<file path="src/rtl/tdd_sched_pkg.sv">
// Shared types and helpers for the TDD frame scheduler.
// Holds the state encoding, the minimum frame length and the window test.
package tdd_sched_pkg;

    typedef enum logic [1:0] {
        ST_IDLE  = 2'd0,
        ST_ARMED = 2'd1,
        ST_RUN   = 2'd2
    } sched_state_t;

    localparam int MIN_FRAME_LEN = 2;
    localparam int WIN_W         = 32;

    // start > end describes a window that wraps through the frame boundary
    function automatic logic in_win(input logic [WIN_W-1:0] s,
                                    input logic [WIN_W-1:0] e,
                                    input logic [WIN_W-1:0] cnt);
        if (s < e)
            return (cnt >= s) && (cnt < e);
        else if (s > e)
            return (cnt >= s) || (cnt < e);
        else
            return 1'b0;
    endfunction

endpackage

</file>
<file path="src/rtl/tdd_win_cmp.sv">
// Combinational in-frame window compare, one instance per TX/RX window.
module tdd_win_cmp
    import tdd_sched_pkg::*;
#(
    parameter int W = 24
) (
    input  logic [W-1:0] i_start,
    input  logic [W-1:0] i_end,
    input  logic [W-1:0] i_cnt,
    output logic         o_hit
);

    assign o_hit = in_win(WIN_W'(i_start), WIN_W'(i_end), WIN_W'(i_cnt));

endmodule

</file>
<file path="src/rtl/tdd_frame_sched.sv">
// Frame timer and TDD scheduler: IDLE/ARMED/RUN control, in-frame counter,
// boundary-latched shadow timing, one-shot length adjust and registered enables.
//
// state | meaning
// IDLE  | stopped, counters and enables cleared
// ARMED | waiting for start (immediate or on sync)
// RUN   | counting frames, driving ien/oen
module tdd_frame_sched
    import tdd_sched_pkg::*;
#(
    parameter int CNT_W  = 24,
    parameter int FNUM_W = 32
) (
    input  logic              clk,
    input  logic              rst,
    input  logic              en,
    input  logic              wait_sync,
    input  logic              sync,
    input  logic              tddmode,
    input  logic [CNT_W-1:0]  frame_len,
    input  logic [CNT_W-1:0]  frame_adj,
    input  logic              adj_req,
    input  logic [CNT_W-1:0]  tstart,
    input  logic [CNT_W-1:0]  tend,
    input  logic [CNT_W-1:0]  rstart,
    input  logic [CNT_W-1:0]  rend,
    output logic              ien,
    output logic              oen,
    output logic              frame_start,
    output logic [CNT_W-1:0]  frame_cnt,
    output logic [FNUM_W-1:0] frame_num,
    output logic              adj_pending
);

    sched_state_t r_state, w_state_nxt;

    logic [CNT_W-1:0]  r_cnt, r_len, r_ts, r_te, r_rs, r_re, r_adj;
    logic [FNUM_W-1:0] r_num;
    logic              r_tdd, r_pend, r_ien, r_oen, r_fs;

    logic              w_boundary, w_wrap, w_tx_hit, w_rx_hit;
    logic signed [CNT_W:0] w_sum, w_base;
    logic [CNT_W-1:0]  w_len_eff;

    // Adjusted length is formed one bit wider and signed so a large negative
    // adjust clamps to the minimum instead of wrapping to a huge frame.
    assign w_sum     = $signed({1'b0, frame_len}) + $signed({r_adj[CNT_W-1], r_adj});
    assign w_base    = r_pend ? w_sum : $signed({1'b0, frame_len});
    assign w_len_eff = (w_base < $signed((CNT_W+1)'(MIN_FRAME_LEN)))
                       ? CNT_W'(MIN_FRAME_LEN) : w_base[CNT_W-1:0];

    assign w_wrap = (r_cnt == r_len - CNT_W'(1));

    tdd_win_cmp #(.W(CNT_W)) u_tx_win (
        .i_start (r_ts),
        .i_end   (r_te),
        .i_cnt   (r_cnt),
        .o_hit   (w_tx_hit)
    );

    tdd_win_cmp #(.W(CNT_W)) u_rx_win (
        .i_start (r_rs),
        .i_end   (r_re),
        .i_cnt   (r_cnt),
        .o_hit   (w_rx_hit)
    );

    always_ff @(posedge clk) begin
        if (rst) r_state <= ST_IDLE;
        else     r_state <= w_state_nxt;
    end

    always_comb begin
        w_state_nxt = r_state;
        w_boundary  = 1'b0;
        case (r_state)
            ST_IDLE: begin
                if (en) w_state_nxt = ST_ARMED;
            end
            ST_ARMED: begin
                if (!wait_sync || sync) begin
                    w_state_nxt = ST_RUN;
                    w_boundary  = 1'b1;
                end
            end
            ST_RUN: begin
                if (w_wrap || sync) w_boundary = 1'b1;
            end
            default: w_state_nxt = ST_IDLE;
        endcase
        if (!en) begin
            w_state_nxt = ST_IDLE;
            w_boundary  = 1'b0;
        end
    end

    always_ff @(posedge clk) begin
        if (rst) begin
            r_cnt  <= '0;
            r_num  <= '0;
            r_len  <= '0;
            r_ts   <= '0;
            r_te   <= '0;
            r_rs   <= '0;
            r_re   <= '0;
            r_tdd  <= 1'b0;
            r_adj  <= '0;
            r_pend <= 1'b0;
            r_ien  <= 1'b0;
            r_oen  <= 1'b0;
            r_fs   <= 1'b0;
        end else begin
            // A request coinciding with a boundary survives it: the boundary
            // consumes the old value, the new one waits for the next frame.
            if (adj_req) begin
                r_adj  <= frame_adj;
                r_pend <= 1'b1;
            end else if (w_boundary) begin
                r_pend <= 1'b0;
            end

            if (!en) begin
                r_cnt <= '0;
                r_num <= '0;
                r_fs  <= 1'b0;
            end else if (w_boundary) begin
                r_cnt <= '0;
                r_num <= r_num + FNUM_W'(1);
                r_fs  <= 1'b1;
                r_len <= w_len_eff;
                r_ts  <= tstart;
                r_te  <= tend;
                r_rs  <= rstart;
                r_re  <= rend;
                r_tdd <= tddmode;
            end else begin
                if (r_state == ST_RUN) r_cnt <= r_cnt + CNT_W'(1);
                r_fs <= 1'b0;
            end

            if (en && r_state == ST_RUN) begin
                r_ien <= r_tdd ? w_rx_hit : 1'b1;
                r_oen <= r_tdd ? w_tx_hit : 1'b1;
            end else begin
                r_ien <= 1'b0;
                r_oen <= 1'b0;
            end
        end
    end

    assign ien         = r_ien;
    assign oen         = r_oen;
    assign frame_start = r_fs;
    assign frame_cnt   = r_cnt;
    assign frame_num   = r_num;
    assign adj_pending = r_pend;

endmodule

</file>
<file path="config.mk">
export PLATFORM = sky130hd
export DESIGN_NAME = tdd_frame_sched
export DESIGN_NICKNAME = d
export VERILOG_FILES = /design/src/rtl/tdd_sched_pkg.sv /design/src/rtl/tdd_win_cmp.sv /design/src/rtl/tdd_frame_sched.sv
export SDC_FILE = /design/constraint.sdc
export NUM_CORES = 1
export LEC_CHECK = 0
export CAP_MARGIN = 30
export CORE_ASPECT_RATIO = 0.7
export CORE_MARGIN = 5
export CORE_UTILIZATION = 50
export DETAILED_ROUTE_END_ITERATION = 6
export PLACE_DENSITY = 0.8
export SKIP_CTS_REPAIR_TIMING = 1
export SYNTH_ARGS = -nofsm -noshare
export SYNTH_HDL_FRONTEND = slang
export SYNTH_SLANG_ARGS = --single-unit
</file>
<file path="constraint.sdc">
create_clock -name clk -period 9.8 [get_ports clk]
set_input_delay 0.98 -clock clk [delete_from_list [all_inputs] [get_ports clk]]
set_output_delay 0.98 -clock clk [all_outputs]
set_load 0.02 [all_outputs]
</file>
# [Word level (Yosys, flattened, before mapping)]
# Cells that the tools add are included.
[word_totals] register_bits=207 in_bits=151 out_inout_bits=60 word_cells=66
[op_classes] n_addsub=4 n_lt_le_gt_ge=9 eq_ne=4 n_mux=17 bitwise=3 reduce_logical=15
[ops] cell="< comparator 24 bit" count=4
[ops] cell="greater-or-equal comparator 24 bit" count=2
[ops] cell="greater-than comparator 24 bit" count=2
[ops] cell="adder 32 x 1 -> 32 bit (second input constant)" count=1
[ops] cell="adder 25 x 24 -> 25 bit" count=1
[ops] cell="< comparator 25 x 3 -> 1 bit (second input constant)" count=1
[ops] cell="two-way mux 25 bit" count=1
[ops] cell="adder 24 x 1 -> 24 bit (second input constant)" count=1
[ops] cell="equality test 24 bit" count=1
[ops] cell="two-way mux 24 bit" count=1
[ops] cell="subtractor 24 x 1 -> 24 bit (second input constant)" count=1
[ops] cell="two-way mux 1 bit" count=12
[ops] cell="case mux 2 bit (3 select lines)" count=1
[ops] cell="logical OR 1 bit" count=4
[ops] cell="AND reduction 2 bit" count=2
[ops] cell="OR reduction 2 bit" count=2
[ops] cell="logical AND 1 bit" count=3
[ops] cell="inverter 1 bit" count=3
[ops] cell="OR reduction 3 bit" count=1
[ops] cell="equality test 2 x 1 -> 1 bit (second input constant)" count=1
[ops] cell="equality test 2 bit (second input constant)" count=1
[ops] cell="logical NOT 2 bit" count=1
[ops] cell="two-way mux 2 bit" count=1
[ops] cell="inequality test 2 bit (second input constant)" count=1
[ops] cell="3 further kinds" count=3

# [Longest topological paths before layout]
# Gate-level depths: netlist (run 1).
[depth] ltp_word=8 mapped_depth=15 depth_no_buf=13

# [Hierarchy]
# A second synthesis (run 1) with hierarchy kept.
[unflattened] cells_unflattened=1650 hier_area_um2=13830.8
[by_module_without_submodules] mod="tdd_frame_sched" instances=1 cells_each=1192 area_each_um2=10470.0 seq_area_each_um2=4144.0
[by_module_without_submodules] mod="tdd_win_cmp" instances=2 cells_each=229 area_each_um2=1680.4 seq_area_each_um2=0.0

# [Least setup slack after synthesis (run 1)]
# OpenSTA, ideal clock, no wires.
[synth_path] path_type="input port to flip-flop" start="input port frame_len[7]" end="register r_len[0]" setup_time_ns=0.117 arrival_ns=3.776 required_ns=9.683 setup_slack_ns=5.907 path_stages=12 n_path_buf=1 cell_sequence="ha_1 > clkbuf_1 > nand4_1 > or3_1 > o32ai_1 > o211ai_1 > a21o_1 > a31o_2 > nor4_1 > nand4_1 > or4_1 > a32o_1"
[synth_between] elab_chain_cells=4
[synth_rtl] item="from (decl)" line_no="tdd_frame_sched.sv:20" source="input logic [CNT_W-1:0] frame_len,"
[synth_rtl] item="adder 25 x 24 -> 25 bit" line_no="tdd_frame_sched.sv:47" source="assign w_sum = $signed({1'b0, frame_len}) + $signed({r_adj[CNT_W-1], r_adj});"
[synth_rtl] item="two-way mux 25 bit *" line_no="tdd_frame_sched.sv:48" source="assign w_base = r_pend ? w_sum : $signed({1'b0, frame_len});"
[synth_rtl] item="< comparator 25 x 3 -> 1 bit *" line_no="tdd_frame_sched.sv:49" source="assign w_len_eff = (w_base < $signed((CNT_W+1)'(MIN_FRAME_LEN)))"
[synth_rtl] item="two-way mux 24 bit *" line_no="tdd_frame_sched.sv:50" source="? CNT_W'(MIN_FRAME_LEN) : w_base[CNT_W-1:0];"
[synth_rtl] item="to (signal assigned)" line_no="tdd_frame_sched.sv:130" source="r_len <= w_len_eff;"
[synth_rtl] item="to (decl)" line_no="tdd_frame_sched.sv:37" source="logic [CNT_W-1:0] r_cnt, r_len, r_ts, r_te, r_rs, r_re, r_adj;"
# Every way passes the cells marked *; elsewhere a longest branch is shown, timed or not.
# A chain may end at the register's enable or synchronous reset.

# [Worst setup path after layout (run 1)]
[layout_path] start="register r_len[2]" end="register r_len[22]"
[layout_between] elab_chain_cells=7
[layout_rtl] item="subtractor 24 x 1 -> 24 bit" line_no="tdd_frame_sched.sv:52" source="assign w_wrap = (r_cnt == r_len - CNT_W'(1));"
[layout_rtl] item="equality test 24 bit" line_no="tdd_frame_sched.sv:52"
[layout_rtl] item="logical OR 1 bit" line_no="tdd_frame_sched.sv:87" source="if (w_wrap || sync) w_boundary = 1'b1;"
[layout_rtl] item="two-way mux 1 bit" line_no="tdd_frame_sched.sv:87"
[layout_rtl] item="case mux 1 bit (2 select lines)" line_no="tdd_frame_sched.sv:76" source="case (r_state)"
[layout_rtl] item="two-way mux 1 bit" line_no="tdd_frame_sched.sv:91" source="if (!en) begin"
[layout_rtl] item="AND reduction 2 bit (no line)"
# No other way between the ends.

==> results.cfg, run 1 <==
[run_status]
status = finished, final reports clean

[clock_network]
clock-sinks = 207
clk_path_buf_depth = 3
clockRootBuffer = clkbuf_16
htreeDepth = 1
cts_made_buffers = 22
clk-insertion-delay-late_ps = 510
clk_pin_slew_ps = 60
tritoncts = done

[die]
die-height_um = 148
rows = 50
start_util_pct = 50.7
die-area_um2 = 30500
die_w_um = 207
num_io_pins = 211
coreArea_um2 = 26700

[timing]
fin_skew_ps = 10.7
period_share_pct = 50.2
grt_setup_unrepaired = false
slew_headroom_pct = 37.0
tightest_slew_ps = 945
max_clock_freq_mhz = 203
slew_violations = 0
tns_ps = 0
hold_viol_final = 0
min_period_ps = 4920
setup_violations = 0

[worst_setup_path]
cp.required_ps = 10220
rr_worst_depth = 12
critPathLaunchType = flip-flop
arrival_ps = 5340
timing.rr.end = r_len[22]
worstPathCellList = nor4_1 > nand3b_1 > nor4_4 > xnor2_1 > or4_1 > nor4_1 > a21o_4 > buf_4 > nand2b_1 > inv_1 > nand3_1 > o21ai_0
worstReg2RegStart = r_len[2]
crit_start = r_len[2]
crit_slowest_cell = buf_4
crit_type = flip-flop to flip-flop
cpMostUsedCell = nor4_1
critPathMaxStageDelay_ps = 630
cp-end-kind = flip-flop
r2r_slack_ps = 4880
critical_path.endpoint = r_len[22]
path_max_fanout = 70

[global_routing]
grt_max_degree = 96
grt_pass1_vias = 12539
gr-usage-all-layers_pct = 26.2
overflow = 0
grt_pass1_wl_um = 65600
antenna_found_initial = 0

[run]
maxCapViolations = 0

[cells_and_area]
mostFrequentLayoutCells = nor2_1, clkdlybuf4s50_1, dfxtp_1
final_common_cell = nor2_1
fin_area_um2 = 16600
drive_above_1_share_pct = 3.69
synthToLayoutAreaGrowth_pct = 22.4
layout.nets = 2205
n_antenna_cell = 0

[yosys]
async_reset_ff_share_pct = 0
yosys_warnings = 0
synth_area_leader_cell = dfxtp_1
synth_edf_count = 0
synth_top_area_share_pct = 30.6
seq_area_frac_synth_pct = 30.6
netlist_area_um2 = 13500
ys_seq_elements = 207
synth_ff_type = dfxtp_1
synth_area_leaders = dfxtp_1, ha_1, nor2_1, a21oi_1, inv_1
netlist_instances = 1712
synth_area_per_cell_um2 = 7.91
ys_types = 71
syn_nets = 2036

[power_and_ir_drop]
p_leak_uw = 0.00685
ir_drop_uv = 88.4
p_per_area_nw_per_um2 = 119

[routing]
dr.pass1.iters = 5
wl_um = 41000
routed_via_density = 5.70
ant_nets = 0
drc = 0
wl_per_cell_um = 18.1
vias = 12895
drt_iter0_drc = 1250

[hold_path]
hold_start = r_tdd
hold_class = flip-flop to flip-flop

[placement]
hpwl_um = 30800
place_area_um2 = 15800
port_buffers = 210
gp_congestion = 0.924
==> worst max-delay path: cells and delay by family, from the launching register on <==
family / cells / cell delay, ps
flip-flops: 1 / 410
buffers and inverters: 2 / 770
AND/OR/NAND/NOR: 7 / 2620
AO/OA/AOI/OAI: 2 / 880
XOR/XNOR: 1 / 140
==> power breakdown <==
group          total [µW]  internal [µW]  switching, µW
registers             859            852           7.31
logic                 272            130            142
clock network         850            500            350
==> metal layers <==
metal	up-vias	GRT usage [%]	part of all wire, %
met1	5969	38.2	46
met4	0	5.62	2.3
met2	554	39.2	41
met3	75	6.58	10
li1	6297	-	-
met5	-	0	0
==> synthesized netlist by cell type (4+ instances only) <==
| cell | number |
|---|---|
| o31ai_1 | 8 |
| nand4_1 | 45 |
| nor4b_2 | 5 |
| a211o_1 | 6 |
| o21a_1 | 12 |
| a22o_1 | 7 |
| xor2_1 | 48 |
| or2_2 | 5 |
| nand2b_1 | 15 |
| buf_4 | 4 |
| buf_2 | 24 |
| nor2b_1 | 19 |
| ha_1 | 172 |
| xnor2_1 | 46 |
| inv_1 | 118 |
| clkbuf_1 | 43 |
| or3_1 | 6 |
| o211ai_1 | 10 |
| nor4_1 | 13 |
| mux2i_1 | 40 |
| dfxtp_1 | 207 |
| and4_1 | 5 |
| nor3_1 | 22 |
| and3_1 | 19 |
| and2_1 | 5 |
| nand3_1 | 33 |
| nand2_1 | 84 |
| a31o_2 | 4 |
| a211oi_1 | 18 |
| a31oi_1 | 18 |
| or4_1 | 9 |
| a21oi_1 | 156 |
| o21ai_0 | 69 |
| nor2_1 | 340 |
| a21o_1 | 29 |
| mux2_2 | 5 |
==> cell type report <==
type / count / area (µm²)
clock buffers: 32 / 669
fillers: 2345 / 10100
repair buffers: 217 / 2160
flip-flops and latches: 207 / 4140
clock inverters: 8 / 65.1
inverters: 118 / 443
multi-input cells: 1315 / 8640
well taps: 364 / 455
==> how the worst min path moves through the flow <==
stage          end  cells past startpoint
5_1_grt        ien                      1
2_1_floorplan  ien                      1
6_report       ien                      1
3_3_place_gp   ien                      1
4_1_cts        ien                      1
3_5_place_dp   ien                      1
==> registers in the layout, indices dropped and copies added (netlist names) <==
name,flops
adj_pending,1
r_ts,24
frame_start,1
r_rs,24
frame_cnt,24
r_tdd,1
r_len,24
oen,1
r_state,2
frame_num,32
r_re,24
ien,1
r_te,24
r_adj,24
==> metrics by stage <==
stage	std cells	hold WS [ps]	setup WS (ps)	power [µW]	utilization, %
finish	2261	475	4880	1980	62.1
floorplan	1712	416	5910	1030	-
detailed placement	2221	455	4620	1140	59.3
global route	2261	473	4390	2060	62.1
global placement	2220	451	4780	1140	59.3
CTS	2261	468	4950	1990	62.1
==> cell families (layout without fill, tap and decap cells) <==
group / after synthesis / in the layout / synth area share [%]
and+or+nand+nor: 636 / 636 / 21.8
muxes: 45 / 45 / 3.37
adders and majority gates: 173 / 173 / 16.0
buffers and inverters: 190 / 375 / 5.60
xor gates and xnor gates: 94 / 94 / 6.08
DFF: 207 / 207 / 30.6
AOI/OAI and AO/OA: 367 / 367 / 16.5
Power figures use the tool's default switching activity.
==> inputs of run 2 (changes only) <==
Clock period 9.8 ns to 4.7 ns, I/O delays scaled along.
==> run 2 against run 1 <==
Net effect: core utilization grew 0.57 points; non-clock buffer count rose by 13; clock-buffer cell count fell by 3; critical endpoint is now r_te[0]; routed wire length increased by 0.80%.
==> results.cfg, run 2 (synthesized netlist as in run 1, its figures left out) <==
[run_status]
status = finished, final reports clean

[cells_and_area]
layout.nets = 2219
fin_util_pct = 62.6
final_common_cell = nor2_1
n_antenna_cell = 0
drive_above_1_share_pct = 4.29
largest_reg_flops = 32
synthToLayoutAreaGrowth_pct = 23.5
mostFrequentLayoutCells = nor2_1, clkdlybuf4s50_1, dfxtp_1

[worst_setup_path]
worstPathCellList = nor4_1 > nand3b_1 > or4_1 > a22oi_1 > a31oi_1 > nor4_1 > a21o_4 > buf_12 > buf_12 > mux2i_1 > nor2_1
critical_path.endpoint = r_te[0]
path_max_fanout = 58
cp-end-kind = flip-flop
critPathLaunchType = flip-flop
r2r_slack_ps = 640
crit_cells = 11
crit_slowest_cell = or4_1
path_delay_family = simple AND/OR/NAND/NOR gates
rr_worst_depth = 11
timing.rr.end = r_te[0]
crit_start = r_len[2]
worstReg2RegStart = r_len[2]
cp.required_ps = 5090
arrival_ps = 4450
crit_type = flip-flop to flip-flop
critPathMaxStageDelay_ps = 620
cp.buffers_inverters = 2

[global_routing]
antenna_found_initial = 2
grt_pass1_vias = 12451
overflow = 0
grt_max_degree = 91
grt_pass1_wl_um = 65300
gr-usage-all-layers_pct = 26.1

[clock_network]
tritoncts = done
clk_path_buf_depth = 3
clock-sinks = 207
cts_made_buffers = 23
htreeDepth = 1
clk_pin_slew_ps = 60
clockRootBuffer = clkbuf_16
clk-insertion-delay-late_ps = 510

[power_and_ir_drop]
sw_frac_of_total_pct = 25.4
internal_power_uw = 3090
clkPwrFrac_pct = 43.1
seqPwrFrac_pct = 43.2
p_leak_uw = 0.00692
ir_drop_uv = 214
comb_power_share_pct = 13.7
p_sw_uw = 1050
p_per_area_nw_per_um2 = 248

[die]
die_w_um = 207
die-area_um2 = 30500
start_util_pct = 50.7
num_io_pins = 211
rows = 50
die-height_um = 148
coreArea_um2 = 26700

[timing]
hold_ws_ps = 409
hold_viol_final = 0
max_clock_freq_mhz = 246
fin_ws_ps = 638
tightest_slew_ps = 691
min_period_ps = 4060
period_share_pct = 86.4
tns_ps = 0
fin_skew_ps = 14.9
slew_headroom_pct = 53.9
grt_setup_unrepaired = false
setup_violations = 0
slew_violations = 0

[routing]
routed_via_density = 5.69
drc = 0
dr.pass1.iters = 6
vias = 12944
wl_per_cell_um = 18.2
wl_um = 41300
ant_nets = 0
drt_iter0_drc = 1095

[hold_path]
min_path_cells = 2
hold_class = input pin to flip-flop

[placement]
gp_congestion = 0.941
hpwl_um = 31200
port_buffers = 210
dp_slack_ps = 493

[run]
maxCapViolations = 0
run 2: cell types whose count changed in the layout (fill, tap and decap cells not counted), moves of 2 or more:
cell	delta
buf_12	+3
buf_4	+10
clkinvlp_4	+3
clkinv_2	-2
clkbuf_8	-4
run 2: worst min-delay path by stage:
stage	startpoint	slack, ps	end
after detailed placement	r_tdd	450	ien
after global placement	r_tdd	440	ien
final	rst	410	r_len[19]
after global routing	rst	420	r_ts[21]
after CTS	rst	400	r_adj[23]
after floorplan	r_tdd	420	ien
run 2: cell type report:
type | count | area (µm²)
Multi-Input combinational cell | 1315 | 8640
Clock buffer | 29 | 618
Tap cell | 364 | 455
Sequential cell | 207 | 4140
Fill cell | 2331 | 9990
Inverter | 118 | 443
Timing Repair Buffer | 230 | 2310
Clock inverter | 11 | 116
run 2: metal layers:
layer / part of all wire [%] / track usage, % / up-vias
li1: - / - / 6336
met1: 47 / 38.4 / 5988
met2: 41 / 38.7 / 540
met3: 9.3 / 5.75 / 76
met4: 2.7 / 6.88 / 4
met5: 0.065 / 0 / -
run 2: stage by stage:
step	power, µW	cells	instance area [µm²]
after global routing	4310	2274	16700
after detailed placement	2380	2233	16000
after floorplan	2150	1712	13500
after CTS	4160	2273	16700
final	4140	2274	16700
after global placement	2370	2233	16000
run 2: power by group through the flow:
| stage | sequential, µW | combinational [µW] | clock, µW |
|---|---|---|---|
| detailed placement | 1830 | 550 | 0 |
| floorplan | 1830 | 321 | 0 |
| global route | 1790 | 615 | 1900 |
| finish | 1790 | 566 | 1790 |
| CTS | 1790 | 554 | 1820 |
| global placement | 1830 | 540 | 0 |
